[config.mk]
export PLATFORM = sky130hd
export DESIGN_NAME = sa_feeder
export DESIGN_NICKNAME = d
export VERILOG_FILES = /design/src/rtl/sa_pkg.sv /design/src/rtl/skew_delay.sv /design/src/rtl/sa_feeder.sv
export SDC_FILE = /design/constraint.sdc
export NUM_CORES = 2
export LEC_CHECK = 0
export ABC_AREA = 1
export CORE_ASPECT_RATIO = 0.8
export CORE_UTILIZATION = 55
export CTS_BUF_LIST = sky130_fd_sc_hd__clkbuf_4 sky130_fd_sc_hd__clkbuf_8
export DETAILED_ROUTE_END_ITERATION = 6
export GPL_TIMING_DRIVEN = 0
export PLACE_DENSITY = 0.83
export SLEW_MARGIN = 25
export SYNTH_ARGS = -nofsm -noshare
export SYNTH_HDL_FRONTEND = slang
export SYNTH_SLANG_ARGS = --single-unit
export TNS_END_PERCENT = 10
[constraint.sdc]
create_clock -name clk -period 172.8 [get_ports clk]
set_input_delay 34.56 -clock clk [delete_from_list [all_inputs] [get_ports clk]]
set_output_delay 34.56 -clock clk [all_outputs]
set_load 0.1 [all_outputs]
[src/rtl/sa_pkg.sv]
// ---------------------------------------------------------------------------
// sa_pkg
// Shared definitions for the systolic-array feeder: FSM state encoding,
// default geometry/width constants and the step-counter width helper.
// ---------------------------------------------------------------------------
package sa_pkg;

  localparam int unsigned DEF_DATA_WIDTH = 8;
  localparam int unsigned DEF_NUM_ROW    = 16;
  localparam int unsigned DEF_NUM_COL    = 16;
  localparam int unsigned DEF_K_WIDTH    = 8;

  typedef enum logic [1:0] {
    S_IDLE,
    S_FEED,
    S_DRAIN,
    S_DONE
  } state_t;

  // Step counter must reach (2**k_width - 1) + num_row + num_col - 2 without wrapping.
  function automatic int unsigned step_width(input int unsigned k_width,
                                             input int unsigned num_row,
                                             input int unsigned num_col);
    return k_width + $clog2(num_row + num_col) + 1;
  endfunction

endpackage

[src/rtl/skew_delay.sv]
// ---------------------------------------------------------------------------
// skew_delay
// Enable-gated shift register used to skew one array edge lane.
// DEPTH = 0 degenerates to a plain wire.
// Ports:
//   clk, rst : clock, asynchronous active-high reset
//   en       : advance strobe; stages shift only when high
//   d        : lane input
//   q        : lane input delayed by DEPTH enabled cycles
// ---------------------------------------------------------------------------
module skew_delay #(
  parameter int unsigned WIDTH = 8,
  parameter int unsigned DEPTH = 0
) (
  input  logic             clk,
  input  logic             rst,
  input  logic             en,
  input  logic [WIDTH-1:0] d,
  output logic [WIDTH-1:0] q
);

  if (DEPTH == 0) begin : g_wire
    logic unused;
    assign unused = ^{clk, rst, en};
    assign q      = d;
  end else begin : g_shift
    logic [WIDTH-1:0] stage [DEPTH];

    always_ff @(posedge clk or posedge rst) begin
      if (rst) begin
        for (int unsigned i = 0; i < DEPTH; i++) stage[i] <= '0;
      end else if (en) begin
        stage[0] <= d;
        for (int unsigned i = 1; i < DEPTH; i++) stage[i] <= stage[i-1];
      end
    end

    assign q = stage[DEPTH-1];
  end

endmodule

[src/rtl/sa_feeder.sv]
// ---------------------------------------------------------------------------
// sa_feeder
// Feeds a NUM_ROW x NUM_COL output-stationary systolic array. Accepts k_len
// beats (one A column + one B row each), skews them onto the array edges,
// drains the array with zero operands and pulses a per-PE capture strobe
// when each PE has accumulated its full dot product.
// Ports:
//   clk, rst       : clock, asynchronous active-high reset
//   start, k_len   : job request and its beat count (sampled together in IDLE)
//   in_valid/ready : beat handshake
//   a_data, b_data : A column (element r -> row r), B row (element c -> col c)
//   en             : array advance strobe
//   row_in, col_in : skewed left/top edge operands (zero when en is low)
//   clc            : per-PE result-capture pulse
//   busy, done     : job active (FEED/DRAIN), one-cycle completion pulse
// ---------------------------------------------------------------------------
module sa_feeder
  import sa_pkg::*;
#(
  parameter int unsigned DATA_WIDTH = DEF_DATA_WIDTH,
  parameter int unsigned NUM_ROW    = DEF_NUM_ROW,
  parameter int unsigned NUM_COL    = DEF_NUM_COL,
  parameter int unsigned K_WIDTH    = DEF_K_WIDTH
) (
  input  logic                                clk,
  input  logic                                rst,
  input  logic                                start,
  input  logic [K_WIDTH-1:0]                  k_len,
  input  logic                                in_valid,
  output logic                                in_ready,
  input  logic [NUM_ROW:1][DATA_WIDTH-1:0]    a_data,
  input  logic [NUM_COL:1][DATA_WIDTH-1:0]    b_data,
  output logic                                en,
  output logic [NUM_ROW:1][DATA_WIDTH-1:0]    row_in,
  output logic [NUM_COL:1][DATA_WIDTH-1:0]    col_in,
  output logic [NUM_ROW:1][NUM_COL:1]         clc,
  output logic                                busy,
  output logic                                done
);

  localparam int unsigned STEP_W    = step_width(K_WIDTH, NUM_ROW, NUM_COL);
  localparam int unsigned SKEW_SPAN = NUM_ROW + NUM_COL - 2;

  state_t              state, state_next;
  logic [K_WIDTH-1:0]  k_reg;
  logic [STEP_W-1:0]   step;
  logic [STEP_W-1:0]   k_ext;
  logic [STEP_W-1:0]   feed_last;
  logic [STEP_W-1:0]   drain_last;
  logic                feeding;

  assign k_ext      = STEP_W'(k_reg);
  assign feed_last  = k_ext - STEP_W'(1);
  assign drain_last = k_ext + STEP_W'(SKEW_SPAN);
  assign feeding    = (state == S_FEED);

  always_ff @(posedge clk or posedge rst) begin
    if (rst) begin
      state <= S_IDLE;
      k_reg <= '0;
      step  <= '0;
    end else begin
      state <= state_next;
      if (state == S_IDLE && start) begin
        k_reg <= k_len;
        step  <= '0;
      end else if (en) begin
        step <= step + STEP_W'(1);
      end
    end
  end

  always_comb begin
    state_next = state;
    in_ready   = 1'b0;
    en         = 1'b0;
    busy       = 1'b0;
    done       = 1'b0;
    unique case (state)
      S_IDLE: begin
        if (start) state_next = (k_len == '0) ? S_DONE : S_FEED;
      end
      S_FEED: begin
        in_ready = 1'b1;
        busy     = 1'b1;
        en       = in_valid;
        if (in_valid && step == feed_last) state_next = S_DRAIN;
      end
      S_DRAIN: begin
        busy = 1'b1;
        en   = 1'b1;
        if (step == drain_last) state_next = S_DONE;
      end
      S_DONE: begin
        done       = 1'b1;
        state_next = S_IDLE;
      end
      default: state_next = S_IDLE;
    endcase
  end

  // Lane inputs are forced to zero outside FEED so DRAIN flushes zeros.
  for (genvar r = 1; r <= NUM_ROW; r++) begin : g_row
    logic [DATA_WIDTH-1:0] d, q;
    assign d = feeding ? a_data[r] : '0;
    skew_delay #(.WIDTH(DATA_WIDTH), .DEPTH(NUM_ROW - r)) u_skew (
      .clk (clk),
      .rst (rst),
      .en  (en),
      .d   (d),
      .q   (q)
    );
    assign row_in[r] = en ? q : '0;
  end

  for (genvar c = 1; c <= NUM_COL; c++) begin : g_col
    logic [DATA_WIDTH-1:0] d, q;
    assign d = feeding ? b_data[c] : '0;
    skew_delay #(.WIDTH(DATA_WIDTH), .DEPTH(NUM_COL - c)) u_skew (
      .clk (clk),
      .rst (rst),
      .en  (en),
      .d   (d),
      .q   (q)
    );
    assign col_in[c] = en ? q : '0;
  end

  // PE(r,c) sees its last operand pair at step offset+k_len-1; capture one step later.
  for (genvar r = 1; r <= NUM_ROW; r++) begin : g_clc_r
    for (genvar c = 1; c <= NUM_COL; c++) begin : g_clc_c
      localparam int unsigned OFFSET = (NUM_ROW - r) + (NUM_COL - c);
      assign clc[r][c] = en && (step == k_ext + STEP_W'(OFFSET));
    end
  end

endmodule
======== Word-level counts from Yosys, hierarchy flattened ========
Index checks and enable logic that the tools add are counted.
word-level totals
  input bits .............................. 268
  register bits after elaboration ......... 1944
operators by class
  equal/unequal tests ..................... 38
  reductions and logical operators ........ 38
  mux-type cells .......................... 75
  add/subtract/negate cells ............... 32
operators by type and width
  kind                     count
  $mux W8                  64
  $eq A14 B9 Y1            30
  $add A8 B5 Y9 const B    15
  $add A8 B4 Y9 const B    8
  $add A8 B3 Y9 const B    4
  $logic_and A1 B1 Y1      33
  $mux W14                 2
  $add A8 B2 Y9 const B    2
  $add A14 B1 Y14 const B  1
  $eq A14 B14 Y1           1
  $eq A14 B8 Y1            1
  $add A8 B1 Y9 const B    1
  $sub A8 B1 Y9 const B    1
  $logic_not A8 Y1         1
  $mux W2                  4
  $pmux W2 S4              1
  $eq A2 B2 Y1 const B     2
  $ne A2 B2 Y1 const B     2
  $mux W1                  3
  $reduce_and A3 Y1        1
  $eq A2 B1 Y1 const B     1
  $logic_not A2 Y1         1
  $ne A2 B1 Y1 const B     1
  $pmux W1 S2              1
  2 further kinds          2

======== Longest topological paths before layout ========
  word-level depth ........................ 5
  depth in mapped cells ................... 16

======== Modules after synthesis ========
From an unflattened synthesis, not the netlist that was laid out.
second synthesis, totals
  cells, all modules ...................... 10453
  area, all modules ....................... 85729.7 µm²
modules (own cells, without submodules)
  module                             seq. area each (µm²)  cells an instance  times used  area an instance (µm²)
  sa_feeder                          600.6                 2061               1           10377.5
  skew_delay (g_col[1].u_skew ...)   3002.9                516                2           4546.9
  skew_delay (g_col[2].u_skew ...)   2802.7                483                2           4327.9
  skew_delay (g_col[3].u_skew ...)   2602.5                449                2           4013.8
  skew_delay (g_col[4].u_skew ...)   2402.3                415                2           3693.5
  skew_delay (g_col[5].u_skew ...)   2202.1                381                2           3387.0
  skew_delay (g_col[6].u_skew ...)   2001.9                347                2           3136.8
  skew_delay (g_col[7].u_skew ...)   1801.7                313                2           2812.7
  skew_delay (g_col[8].u_skew ...)   1601.5                279                2           2509.9
  skew_delay (g_col[9].u_skew ...)   1401.3                246                2           2193.4
  skew_delay (g_col[10].u_skew ...)  1201.2                212                2           1866.8
  skew_delay (g_col[11].u_skew ...)  1001.0                179                2           1682.9
  skew_delay (g_col[12].u_skew ...)  800.8                 145                2           1358.8
  skew_delay (g_col[13].u_skew ...)  600.6                 111                2           1041.0
  3 more rows                        --                    --                 --          --

======== Least setup slack after synthesis ========
No wires, ideal clock.
  path kind ............................... in2out
  start ................................... input port in_valid
  end ..................................... output port clc[104] (netlist bit)
  setup slack ............................. 98.414 ns
  stages on the path ...................... 9
  data arrival time ....................... 39.826 ns
  cells stage by stage .................... nand2_1 > nand2_1 > nand2_2 > inv_2 > buf_2 > buf_2 > nand4_1 > nor4_1 > buf_4
RTL lines
  what         line             RTL
  from (decl)  sa_feeder.sv:29  input logic in_valid,
  to (decl)    sa_feeder.sv:36  output logic [NUM_ROW:1][NUM_COL:1] clc,

==> results.cfg <==
[power]
vdd_drop_max_uv = 12.46
p_per_area_nw_per_um2 = 19.02
clock_power_share_pct = 22.5
pwr-share-seq_pct = 40.1
p_int_uw = 1057
combinationalPowerShare_pct = 37.4
swShare_pct = 42.22
power.total_uw = 1830
power_leakage_uw = 0.04482
p_switching_uw = 772.6

[clock_network]
cts_root_buf = clkbuf_8
post_cts_resized = 0
post_cts_buffers = 0
cts_made_buffers = 306
path_clk_slew_ns = 0.06
clock_latency_ns = 1.02
htree_levels = 5
numClockSinks = 1944
hold_buffers = 0
cts_tree = yes
clk_path_buf_depth = 4

[worst_setup_path]
endpoint_kind = output pin
critPathArrivalTime_ns = 39.02
r2r_cells = 12
startpoint_type = input port
crit_fanout = 10
critPathKind = input port to output pin
cp_data_required_time_ns = 138.24

[placed_design]
io_buffers = 783
hpwlAfterDp_um = 175000
dp_cells = 11340
postPlaceCellArea_sq_um = 89760
gp_congestion = 0.9666

[yosys]
synth_warnings = 0
synth_cells = 8649
yosys_most_used_dff = dfrtp_1
ys_types = 50
synth_edf_count = 0
syn-cell-area_sq_um = 78930
async_flop_share_pct = 100.0
syn_avg_cell_area_sq_um = 9.125
synth-seq-cells = 1944
yosysSeqAreaShare_pct = 61.64
synthesis.nets = 8942

[final_layout]
stdcell_count = 11860
fin_nets = 10060
drive_gt1_share_pct = 11.64
fin_area_sq_um = 96220
final_common_cell = nand2_1
layout_common_cells = nand2_1 (1972), dfrtp_1 (1944), o21ai_0 (1785)
reg_top3 = g_col.u_skew.g_shift.stage x840, g_row.u_skew.g_shift.stage x840
area_delta_synth_final_pct = 21.91

[grt]
antenna_found_initial = 12
globalRouteOverflowTotal = 0
grt_max_degree = 108
grt.total_usage_pct = 33.19
grt_pass1_vias = 64090
grt_pass1_wl_um = 368300

[floorplan]
core_sq_um = 141400
die_w_um = 425.5
die_h_um = 340.8
die-area_sq_um = 145000
start_util_pct = 55.80
io_pins = 784
rows = 123

[min_path]
worstHoldPathType = flip-flop to flip-flop
whs_path_depth = 2

[timing]
fmax_ghz = 0.01359
finalSetupViolCount = 0
rsz0062_at_grt = no
worstMarginPinSlew_ns = 1.102
slew_viol_final = 0
finClkSkew_ns = 0.05678
post-route-period-util_pct = 42.58
slew_headroom_pct = 25.89
setup_tns_ns = 0
final.min_clock_period_ns = 73.58
holdWs_ns = 0.4570
finalHoldViolations = 0

[status]
status = finished, final reports clean

[route]
final_antenna_net_count = 0
drt_iter0_drc = 6531
drt_wl_total_um = 241000
vias = 64650
wl_per_cell_um = 20.31
drt-pass1-iter-count = 5
drc_errors = 0
via_per_inst = 5.450

[flow_run]
maxCapViolations = 0
## Yosys cell counts, types with 2 or more instances
cell,n,area (sq um)
buf_4,257,1929
nor4_1,9,56.30
o221ai_1,3,26.28
nand2_2,13,81.33
o22ai_1,3,18.77
clkbuf_1,194,728.2
nor2_4,4,45.04
o21ai_1,165,825.8
nor3_1,17,85.08
buf_2,261,1306
a21oi_1,30,150.1
nor2_1,343,1287
ha_1,25,312.8
nor4_2,3,37.54
nor3_4,2,32.53
a211oi_1,2,15.01
a221oi_1,2,17.52
buf_6,8,90.09
inv_1,1191,4471
dfrtp_1,1944,48650
inv_2,13,48.80
nand4_1,13,81.33
clkbuf_2,9,45.04
o2111ai_1,11,96.34
xor2_1,39,341.6
o21ai_0,1785,8934
clkinv_1,2,7.510
nand2_1,1972,7402
nand3_1,282,1411
xnor2_1,12,105.1
nor2_2,5,31.28
nand2_4,2,22.52
o211ai_1,11,82.58
## metal layers
layer | wire (um) | GRT usage [%] | up-vias | share of wire [%]
met5 | 19 | 0 | - | 0.0079
met4 | 10900 | 15.60 | 2 | 4.5
met3 | 18990 | 6.551 | 539 | 7.9
met2 | 111600 | 51.40 | 2611 | 46
met1 | 99490 | 45.39 | 32350 | 41
li1 | - | - | 29150 | -
## layout make-up
cell class	instances	area, sq um
antenna	13	32.53
buffer	730	4106
clock buffer	475	5974
clock inverter	38	452.9
fill	10470	45210
inverter	1207	4541
multi-input combinational	4768	21700
sequential	1944	48650
tap	1875	2346
timing repair buffer	814	8413
## final timing paths
check / start / to / slack, ns
worst max register to register: state[1] / g_row[8].u_skew.g_shift.stage[58] / 169.13
worst min-delay path: g_col[5].u_skew.g_shift.stage[79] / g_col[5].u_skew.g_shift.stage[71] / 0.46
min in group asynchronous: rst / g_row[10].u_skew.q[3] / 34.01
worst max-delay path: in_valid / clc[59] / 99.22
worst min register to register: g_col[5].u_skew.g_shift.stage[79] / g_col[5].u_skew.g_shift.stage[71] / 0.46
max in group asynchronous: rst / g_row[8].u_skew.g_shift.stage[59] / 135.64
## power groups by stage
stage / Combinational (uW) / Sequential [uW] / Clock [uW]
finish: 684 / 734 / 412
CTS: 676 / 731 / 415
global placement: 637 / 746 / 0
floorplan: 447 / 723 / 0
global route: 749 / 750 / 434
detailed placement: 666 / 736 / 0
## critical path: stages
cell and delay, ns:
clkdlybuf4s50_1 0.60, nand2_1 0.09, nand2_1 0.08, nand2_2 0.17
inv_2 0.16, buf_2 0.41, buf_2 0.43, nand4_1 0.18
nor4_2 0.50, buf_2 0.31, buf_2 0.25, buf_4 0.14
clkdlybuf4s50_1 1.12
## through the flow
stage | setup slack (ns) | utilization [%]
3_3_place_gp | 66.01 | 63.01
5_1_grt | 99.19 | 68.02
6_report | 99.22 | 68.03
2_1_floorplan | 83.34 | -
4_1_cts | 99.25 | 68.01
3_5_place_dp | 99.27 | 63.47
## cell families after synthesis
family / synth area share, %
AND/OR/NAND/NOR: 13.47
adder cells (fa/ha/maj): 0.3963
XOR/XNOR: 0.5866
buffers and inverters: 10.94
AO/OA/AOI/OAI: 12.97
flip-flops: 61.64
(Power assumes the default switching activity.)
